File: config.mk
export PLATFORM = sky130hd
export DESIGN_NAME = arb_mux
export DESIGN_NICKNAME = d
export VERILOG_FILES = /design/src/rtl/arb_mux_pkg.sv /design/src/rtl/arb_mux_rr_arbiter.sv /design/src/rtl/arb_mux.sv
export SDC_FILE = /design/constraint.sdc
export NUM_CORES = 1
export LEC_CHECK = 0
export ABC_CLOCK_PERIOD_IN_PS = 6300
export BUFFER_PORTS_ARGS = -buffer_cell sky130_fd_sc_hd__clkbuf_2
export CAP_MARGIN = 30
export CORE_MARGIN = 1.5
export CORE_UTILIZATION = 35
export DETAILED_ROUTE_END_ITERATION = 16
export GPL_ROUTABILITY_DRIVEN = 0
export PLACE_DENSITY = 0.68
export SLEW_MARGIN = 0
export SYNTH_ARGS = -nofsm -noshare
export SYNTH_HDL_FRONTEND = slang
export SYNTH_SLANG_ARGS = --single-unit
File: constraint.sdc
create_clock -name clk -period 6.3 [get_ports clk]
set_clock_uncertainty 0.15 [all_clocks]
set_input_delay 0.315 -clock clk [delete_from_list [all_inputs] [get_ports clk]]
set_output_delay 0.315 -clock clk [all_outputs]
set_load 0.01 [all_outputs]
File: src/rtl/arb_mux_pkg.sv
// Shared helpers for arb_mux: output register states, source index width, round-robin pointer step.
// No logic of its own; imported by arb_mux and rr_arbiter.
package arb_mux_pkg;

  typedef enum logic {
    ST_EMPTY = 1'b0,
    ST_FULL  = 1'b1
  } ostate_t;

  function automatic int sw_of(input int n);
    return (n <= 1) ? 1 : $clog2(n);
  endfunction

  function automatic int rr_next(input int g, input int n);
    return (g + 1 >= n) ? 0 : g + 1;
  endfunction

endpackage

File: src/rtl/arb_mux_rr_arbiter.sv
// Round-robin arbiter with optional grant lock to a single owner channel.
// Latency: purely combinational. Backpressure: none here; the caller qualifies grant with output room.
module rr_arbiter
  import arb_mux_pkg::*;
#(
  parameter int N  = 4,
  parameter int SW = sw_of(N)
) (
  input  logic [SW-1:0] ptr,
  input  logic          locked,
  input  logic [SW-1:0] owner,
  input  logic [N-1:0]  valid,
  output logic [N-1:0]  grant,
  output logic [SW-1:0] grant_idx,
  output logic          grant_vld
);

  int idx;

  always_comb begin
    grant     = '0;
    grant_idx = '0;
    grant_vld = 1'b0;
    idx       = 0;
    if (locked) begin
      // A locked owner that is idle blocks everyone else rather than falling back.
      for (int c = 0; c < N; c++) begin
        if (int'(owner) == c && valid[c]) begin
          grant[c]  = 1'b1;
          grant_idx = SW'(c);
          grant_vld = 1'b1;
        end
      end
    end else begin
      for (int k = 0; k < N; k++) begin
        idx = int'(ptr) + k;
        if (idx >= N) idx = idx - N;
        if (!grant_vld && valid[idx]) begin
          grant[idx] = 1'b1;
          grant_idx  = SW'(idx);
          grant_vld  = 1'b1;
        end
      end
    end
  end

endmodule

File: src/rtl/arb_mux.sv
// N-to-1 round-robin arbitrating mux with lockable grant and a single registered output stage.
// Latency: 1 cycle input to output. Backpressure: in_ready only while the output register is empty or draining.
module arb_mux
  import arb_mux_pkg::*;
#(
  parameter int WIDTH   = 32,
  parameter int N       = 4,
  parameter int LOCK_EN = 1,
  localparam int SW     = sw_of(N)
) (
  input  logic                 clk,
  input  logic                 reset,
  input  logic [N*WIDTH-1:0]   in_data,
  input  logic [N-1:0]         in_valid,
  input  logic [N-1:0]         in_lock,
  output logic [N-1:0]         in_ready,
  output logic [WIDTH-1:0]     out_data,
  output logic [SW-1:0]        out_src,
  output logic                 out_valid,
  input  logic                 out_ready
);

  ostate_t          state_q, state_d;
  logic [SW-1:0]    p;
  logic             locked;
  logic [SW-1:0]    owner;
  logic [N-1:0]     grant;
  logic [SW-1:0]    grant_idx;
  logic             grant_vld;
  logic             room;
  logic             xfer;
  logic             lock_sel;
  logic [WIDTH-1:0] sel_data;

  rr_arbiter #(.N(N), .SW(SW)) u_arb (
    .ptr       (p),
    .locked    (locked),
    .owner     (owner),
    .valid     (in_valid),
    .grant     (grant),
    .grant_idx (grant_idx),
    .grant_vld (grant_vld)
  );

  assign out_valid = (state_q == ST_FULL);
  assign room      = ~out_valid | out_ready;
  assign in_ready  = reset ? '0 : (grant & {N{room}});
  assign xfer      = grant_vld & room & ~reset;
  assign lock_sel  = |(in_lock & grant);
  assign sel_data  = in_data[int'(grant_idx)*WIDTH +: WIDTH];

  always_comb begin
    state_d = state_q;
    case (state_q)
      ST_EMPTY: if (xfer) state_d = ST_FULL;
      ST_FULL: begin
        if (xfer)           state_d = ST_FULL;
        else if (out_ready) state_d = ST_EMPTY;
      end
      default: state_d = ST_EMPTY;
    endcase
  end

  always_ff @(posedge clk) begin
    if (reset) begin
      state_q  <= ST_EMPTY;
      out_data <= '0;
      out_src  <= '0;
      p        <= '0;
      locked   <= 1'b0;
      owner    <= '0;
    end else begin
      state_q <= state_d;
      if (xfer) begin
        out_data <= sel_data;
        out_src  <= grant_idx;
        p        <= SW'(rr_next(int'(grant_idx), N));
        // With locking disabled the lock flag can never be set.
        locked   <= (LOCK_EN != 0) && lock_sel;
        owner    <= grant_idx;
      end
    end
  end

endmodule
==> results of run 1 <==
critical path, stage by stage, from the launching register on:
cell	delay, ps
dfxtp_1	670
inv_1	200
ha_1	490
mux4_2	360
nor2_4	70
a31oi_1	780
nand2_2	800
o221ai_1	430
placed cells by master (no fill, tap or decap), drive strengths merged, types with 2 or more instances in the layout:
master	instances
a211oi	4
and3	2
mux2i	68
o221ai	32
nor2	12
nand2	50
a31oi	3
dfxtp	38
or3	2
o21a	2
and3b	2
buf	3
nand2b	2
o21ai	10
a222oi	2
nor2b	5
a21oi	8
ha	4
inv	6
nor3b	3
clkbuf	183
nor3	3
a221o	2
mux4	3
mux2	3
path summary, 6_finish.rpt:
kind / to / startpoint
worst min-delay path: p[0]$_SDFFE_PP0P_ / reset
worst min register to register: out_data[4]$_SDFFE_PP0P_ / out_data[4]$_SDFFE_PP0P_
worst max register to register: out_data[20]$_SDFFE_PP0P_ / p[0]$_SDFFE_PP0P_
worst max-delay path: out_data[20]$_SDFFE_PP0P_ / p[0]$_SDFFE_PP0P_
layer usage:
metal / vias up / global-route usage (%) / wire length [µm]
li1: 1467 / - / -
met1: 1349 / 22.51 / 3330
met2: 130 / 32.49 / 4266
met3: 8 / 3.496 / 485
met4: 0 / 4.167 / 103
met5: - / 0 / 0
layout make-up:
class | instances | area (µm²) | share of cell area [%]
sequential | 38 | 760.7 | 19.75
multi-input combinational | 233 | 1924 | 49.97
inverter | 6 | 22.52 | 0.5848
tap | 102 | 127.6 | 3.314
clock inverter | 2 | 12.51 | 0.3249
clock buffer | 6 | 82.58 | 2.144
timing repair buffer | 180 | 920.9 | 23.91
synthesized netlist by cell type (all sizes together):
| cell | number | area share (%) |
|---|---|---|
| nor2b | 5 | 1.1 |
| buf | 18 | 4.8 |
| o31ai | 1 | 0.26 |
| clkbuf | 6 | 0.79 |
| mux2 | 3 | 1.2 |
| nand2b | 2 | 0.44 |
| inv | 6 | 0.79 |
| a222oi | 2 | 0.70 |
| o31a | 1 | 0.31 |
| a31oi | 3 | 0.66 |
| or3 | 2 | 0.44 |
| a211oi | 4 | 1.2 |
| nor2 | 12 | 1.8 |
| a2111oi | 1 | 0.31 |
| mux2i | 68 | 24 |
| mux4 | 3 | 2.4 |
| a221o | 2 | 0.70 |
| xnor2 | 1 | 0.31 |
| o221ai | 32 | 15 |
| and3 | 2 | 0.48 |
| nor3 | 3 | 0.53 |
| a22oi | 1 | 0.26 |
| o211ai | 1 | 0.26 |
| a221oi | 1 | 0.31 |
| nor4 | 1 | 0.22 |
| a21oi | 8 | 1.4 |
| dfxtp | 38 | 27 |
| nand2 | 50 | 6.6 |
| and3b | 2 | 0.61 |
| nor3b | 3 | 0.79 |
| nand4 | 1 | 0.22 |
| a21boi | 1 | 0.26 |
| ha | 4 | 1.8 |
| nand3 | 1 | 0.18 |
| o21ai | 10 | 1.8 |
| o21a | 2 | 0.53 |
flip-flops by register name, summed over array words and instances (netlist names):
| name | cells |
|---|---|
| locked | 1 |
| out_data | 32 |
| out_valid | 1 |
| owner | 2 |
| p | 2 |
where the power goes:
part	internal, mW	leakage, nW	total [mW]	switching, mW
clock network	0.0881	0.0472	0.176	0.0875
logic	0.463	1.46	1.01	0.544
registers	0.338	0.316	0.412	0.0747
kinds of logic (layout without fill, tap and decap cells):
group | after synthesis | in the layout | share of synthesized area, %
flip-flops | 38 | 38 | 26.68
multiplexers | 74 | 74 | 27.42
AND/OR/NAND/NOR | 84 | 84 | 13.43
buffers and inverters | 30 | 194 | 6.362
XOR/XNOR | 1 | 1 | 0.3072
adder cells (fa/ha/maj) | 4 | 4 | 1.755
AO/OA/AOI/OAI | 70 | 70 | 24.05
==> impl_metrics.ini, run 1 <==
[clocking]
htree_num_levels = 2
postCtsSetupBuffers = 0
root_buffer = clkbuf_8
clockBufferDepth = 2
cts_resized = 0
cts.sinks = 38
clk_pin_slew_ps = 80
cts_tree = built
postCtsHoldBufs = 0
clk_latency_ps = 270
cts_buffers = 5

[global_route]
grt_first_pass_wirelength_mm = 12.79
grt.total_usage_pct = 18.25
antenna_found_initial = 0
grt_max_degree = 67
grt_pass1_vias = 2708
grt_overflow = 0

[sta]
drv_slew = 0
clock.fmax_ghz = 0.2461
fin_crit_sh_pct = 64.50
finalHoldViolCount = 0
slew_headroom_pct = 35.60
period_needed_ps = 4063
worst_slack_ps = 2237
setup_viol = 0
fin_hold_ws_ps = 181.9
rsz0062_at_grt = false
tightest_slew_ps = 961.5
fin_tns_setup_ps = 0

[worst_setup_path]
arrival_ps = 4090
cp_data_required_time_ps = 6330
end_kind = register
worstSetupPathType = reg -> reg
r2r_slack_ps = 2240
startpoint_type = register
reg2reg_depth = 7
critPathMaxFanout = 33

[route]
finalWirelength_mm = 8.185
num_vias = 2954
drc_errors = 0
drt-initial-drc-count = 66
viasPerCell = 5.210
ant_nets = 0
dr.pass1.iters = 5
wl_per_cell_um = 14.44

[power]
power-per-cell-area_nw_per_um2 = 414.3
power.total_mw = 1.596
ir_worst_vdd_mv = 0.1368
power.leakage_nw = 1.823

[worst_hold_path]
worst_hold_path.num_cells = 2
min_path_type = in -> reg

[job]
maxCapViolations = 0

[synth]
yosysWarnings = 0
netlist_instances = 301
syn_area_per_cell_um2 = 9.473
yosys.cell_types.count = 43
synthesis.area_um2 = 2851
synth_nets = 444
synth_seq_area_share_pct = 26.68
synth_seq_cells = 38

[floorplan]
fp-row-count = 32
die_x_um = 93.26
dieArea_um2 = 8697
ios = 178
coreArea_um2 = 7807
initial_core_util_pct = 36.52
die_h_um = 93.26

[cells_and_area]
final_util_pct = 49.33
fin_area_um2 = 3851
fill_cells = 786
drive_gt1_share_pct = 48.17
layoutNonFillerInstCount = 567
nets = 607
diodes = 0
syn_to_final_growth_pct = 35.06

[status]
status = finished clean

[placed_design]
io_buffer_count = 177
dp_slack_ps = 2131
hpwl_mm = 6.422
place_inst = 558
post_dp_cell_area_um2 = 3736
(Power assumes the default switching activity.)
==> run 2, diff against run 1 <==
--- a/config.mk
+++ b/config.mk
@@ -5,14 +5,15 @@
 export SDC_FILE = /design/constraint.sdc
 export NUM_CORES = 1
 export LEC_CHECK = 0
-export ABC_CLOCK_PERIOD_IN_PS = 6300
+export ABC_AREA = 1
+export ABC_CLOCK_PERIOD_IN_PS = 3890
 export BUFFER_PORTS_ARGS = -buffer_cell sky130_fd_sc_hd__clkbuf_2
 export CAP_MARGIN = 30
 export CORE_MARGIN = 1.5
 export CORE_UTILIZATION = 35
 export DETAILED_ROUTE_END_ITERATION = 16
 export GPL_ROUTABILITY_DRIVEN = 0
-export PLACE_DENSITY = 0.68
+export PLACE_DENSITY = 0.65
 export SLEW_MARGIN = 0
 export SYNTH_ARGS = -nofsm -noshare
 export SYNTH_HDL_FRONTEND = slang
==> constraint.sdc (replaced) <==
create_clock -name clk -period 3.89 [get_ports clk]
set_clock_uncertainty 0.15 [all_clocks]
set_input_delay 0.1945 -clock clk [delete_from_list [all_inputs] [get_ports clk]]
set_output_delay 0.1945 -clock clk [all_outputs]
set_load 0.01 [all_outputs]
==> run 2 against run 1 <==
Against the previous run:
- cell count rose by 50%
- hold slack got worse by 130 ps
- highest routed layer unchanged
- first-iteration DRC count increased by 91%
- non-clock buffer count increased by 16
- critical path type unchanged
- register-to-register slack got worse by 1700 ps
- clock-buffer cell count down 1
- die area rose by 13%
==> impl_metrics.ini, run 2 <==
[status]
status = finished clean

[global_route]
grt.total_usage_pct = 21.37
grt_first_pass_wirelength_mm = 17.52
grt_max_degree = 41
grt_overflow = 0
grt_pass1_vias = 3863
grt_use_met2_pct = 39.30
gr-usage-met3_pct = 4.287
busiest_layer = met2
antenna_found_initial = 0
grt_use_met1_pct = 25.31

[route]
ant_nets = 0
finalWirelength_mm = 10.60
drt-initial-drc-count = 126
drc_errors = 0
wl_per_cell_um = 12.44
num_vias = 4152
dr.pass1.iters = 4
viasPerCell = 4.873

[worst_setup_path]
critPathMaxFanout = 22
r2r_slack_ps = 520
critPathLaunch = p[0]$_SDFFE_PP0P_
cp_num_buf_inv = 6
cp_data_required_time_ps = 3930
worstSetupPathType = reg -> reg
reg2reg_from = p[0]$_SDFFE_PP0P_
critical-path-max-stage-delay_ps = 600
path_cells = inv_6, ha_1, inv_1, nand3_1, nand2_2, inv_2, nor2_2, nand3_1, nand2_1, inv_2, nand2_2, inv_1, nand2_1, nand3_1, nand2_1, inv_1
arrival_ps = 3400
critical_path.top_delay_family = simple AND/OR/NAND/NOR gates
end_kind = register
cpMaxStageDelayCell = dfxtp_1
startpoint_type = register

[clocking]
cts_buffers = 5
root_buffer = clkbuf_8
clk_latency_ps = 280
clockBufferDepth = 2
clk_pin_slew_ps = 70
postCtsSetupBuffers = 0
cts_tree = built
cts.sinks = 38
htree_num_levels = 2

[cells_and_area]
largest_reg_flops = 32
nets = 887
layout_common_cells = 177 x clkbuf_2, 170 x nand2_1, 93 x nand3_1, 71 x inv_1, 64 x nor2_1
fill_cells = 974
regMostFlops = out_data
final_util_pct = 48.97
layout_commonest_cell = clkbuf_2
drive_gt1_share_pct = 28.23
diodes = 0
layoutNonFillerInstCount = 852
reg_top3 = out_data (32), owner (2), p (2)
syn_to_final_growth_pct = 33.76

[power]
power-per-cell-area_nw_per_um2 = 931.1
power.leakage_nw = 2.552
ir_worst_vdd_mv = 0.5525
power.total_mw = 4.034

[synth]
synth_compound_area_share_pct = 7.261
yosys.area_share.adder_pct = 1.545
synthFlopType = dfxtp_1
syn_area_per_cell_um2 = 5.663
yosysWarnings = 0
synth_area_leaders = dfxtp_1 23%, nand2_1 20%, nand3_1 14%, inv_1 8.2%, nand3b_1 7.9%
synth_seq_area_share_pct = 23.48
netlist_instances = 572
synth_edf_count = 0
synth-simple-area-share_pct = 52.80
yosys.cell_types.count = 27
yosysMostFrequentCell = nand2_1
yosysTopAreaCellShare_pct = 23.48
synth.area.mux_share_pct = 0
synthesis.area_um2 = 3239
synth_area_leader_cell = dfxtp_1
synth_top_family_by_area = simple AND/OR/NAND/NOR gates
synth_nets = 715
synth_xor_area_share_pct = 0
yosys-top-cells-count = 170 x nand2_1, 93 x nand3_1, 71 x inv_1
synth_seq_cells = 38
async_flop_share_pct = 0

[floorplan]
die_h_um = 99.21
ios = 178
coreArea_um2 = 8848
die_x_um = 99.21
dieArea_um2 = 9842
initial_core_util_pct = 36.61
fp-row-count = 34

[sta]
worst_slack_ps = 523.4
period_needed_ps = 3367
fin_tns_setup_ps = 0
drv_slew = 0
rsz0062_at_grt = false
tightest_slew_ps = 458.0
clock.fmax_ghz = 0.2970
finalHoldViolCount = 0
setup_viol = 0
slew_headroom_pct = 69.43
fin_crit_sh_pct = 86.54

[worst_hold_path]
min_path_type = in -> reg
hp-start = in_data[62]

[job]
maxCapViolations = 0

[placed_design]
io_buffer_count = 177
dp_slack_ps = 532.3
place_inst = 833
hpwl_mm = 8.256
==> run 2: power breakdown <==
group | leakage (nW) | switching, mW | total [mW] | internal [mW]
Combinational | 2.19 | 2.04 | 3.06 | 1.01
Sequential | 0.315 | 0.144 | 0.730 | 0.585
Clock | 0.0438 | 0.129 | 0.249 | 0.120
Total | 2.55 | 2.32 | 4.03 | 1.72
==> run 2: layer usage <==
layer,routed length [µm],up-vias
met5,0,-
met4,221,0
met3,661,25
met2,5474,127
met1,4244,1858
li1,-,2142
==> run 2: logic make-up after synthesis <==
family	Yosys count
flip-flops	38
adder cells (fa/ha/maj)	4
buffers and inverters	110
AO/OA/AOI/OAI	45
AND/OR/NAND/NOR	375
==> run 2: final timing paths <==
path / end / cells past startpoint
max reg2reg: out_data[17]$_SDFFE_PP0P_ / 16
min reg2reg: out_valid$_SDFF_PP0_ / 2
max: out_data[17]$_SDFFE_PP0P_ / 16
min: out_data[30]$_SDFFE_PP0P_ / 3
==> run 2: worst register-to-register path: stages, from the launching register on <==
cell	delay (ps)
dfxtp_1	600
inv_6	90
ha_1	380
inv_1	110
nand3_1	90
nand2_2	140
inv_2	60
nor2_2	120
nand3_1	80
nand2_1	350
inv_2	280
nand2_2	340
inv_1	200
nand2_1	100
nand3_1	70
nand2_1	70
inv_1	50
==> run 2: repair_timing <==
item / CTS / global route
hold buffers: 12 / 0
hold endpoints to repair: 12 / 0
gates resized for setup: 0 / 0
==> run 2: final cells by class <==
cell class	count	area [µm²]	area share, %
Timing Repair Buffer	196	1059	24.43
Multi-Input combinational cell	424	1996	46.06
Tap cell	108	135.1	3.119
Sequential cell	38	760.7	17.56
Clock buffer	5	68.82	1.588
Clock inverter	2	10.01	0.2310
Inverter	79	304.0	7.017
==> run 2: through the flow <==
stage / hold slack (ps) / area (µm²)
2_1_floorplan: 182.5 / 3239
3_3_place_gp: 281.8 / 4134
3_5_place_dp: 281.4 / 4134
4_1_cts: 32.86 / 4333
5_1_grt: 47.85 / 4333
6_report: 47.34 / 4333
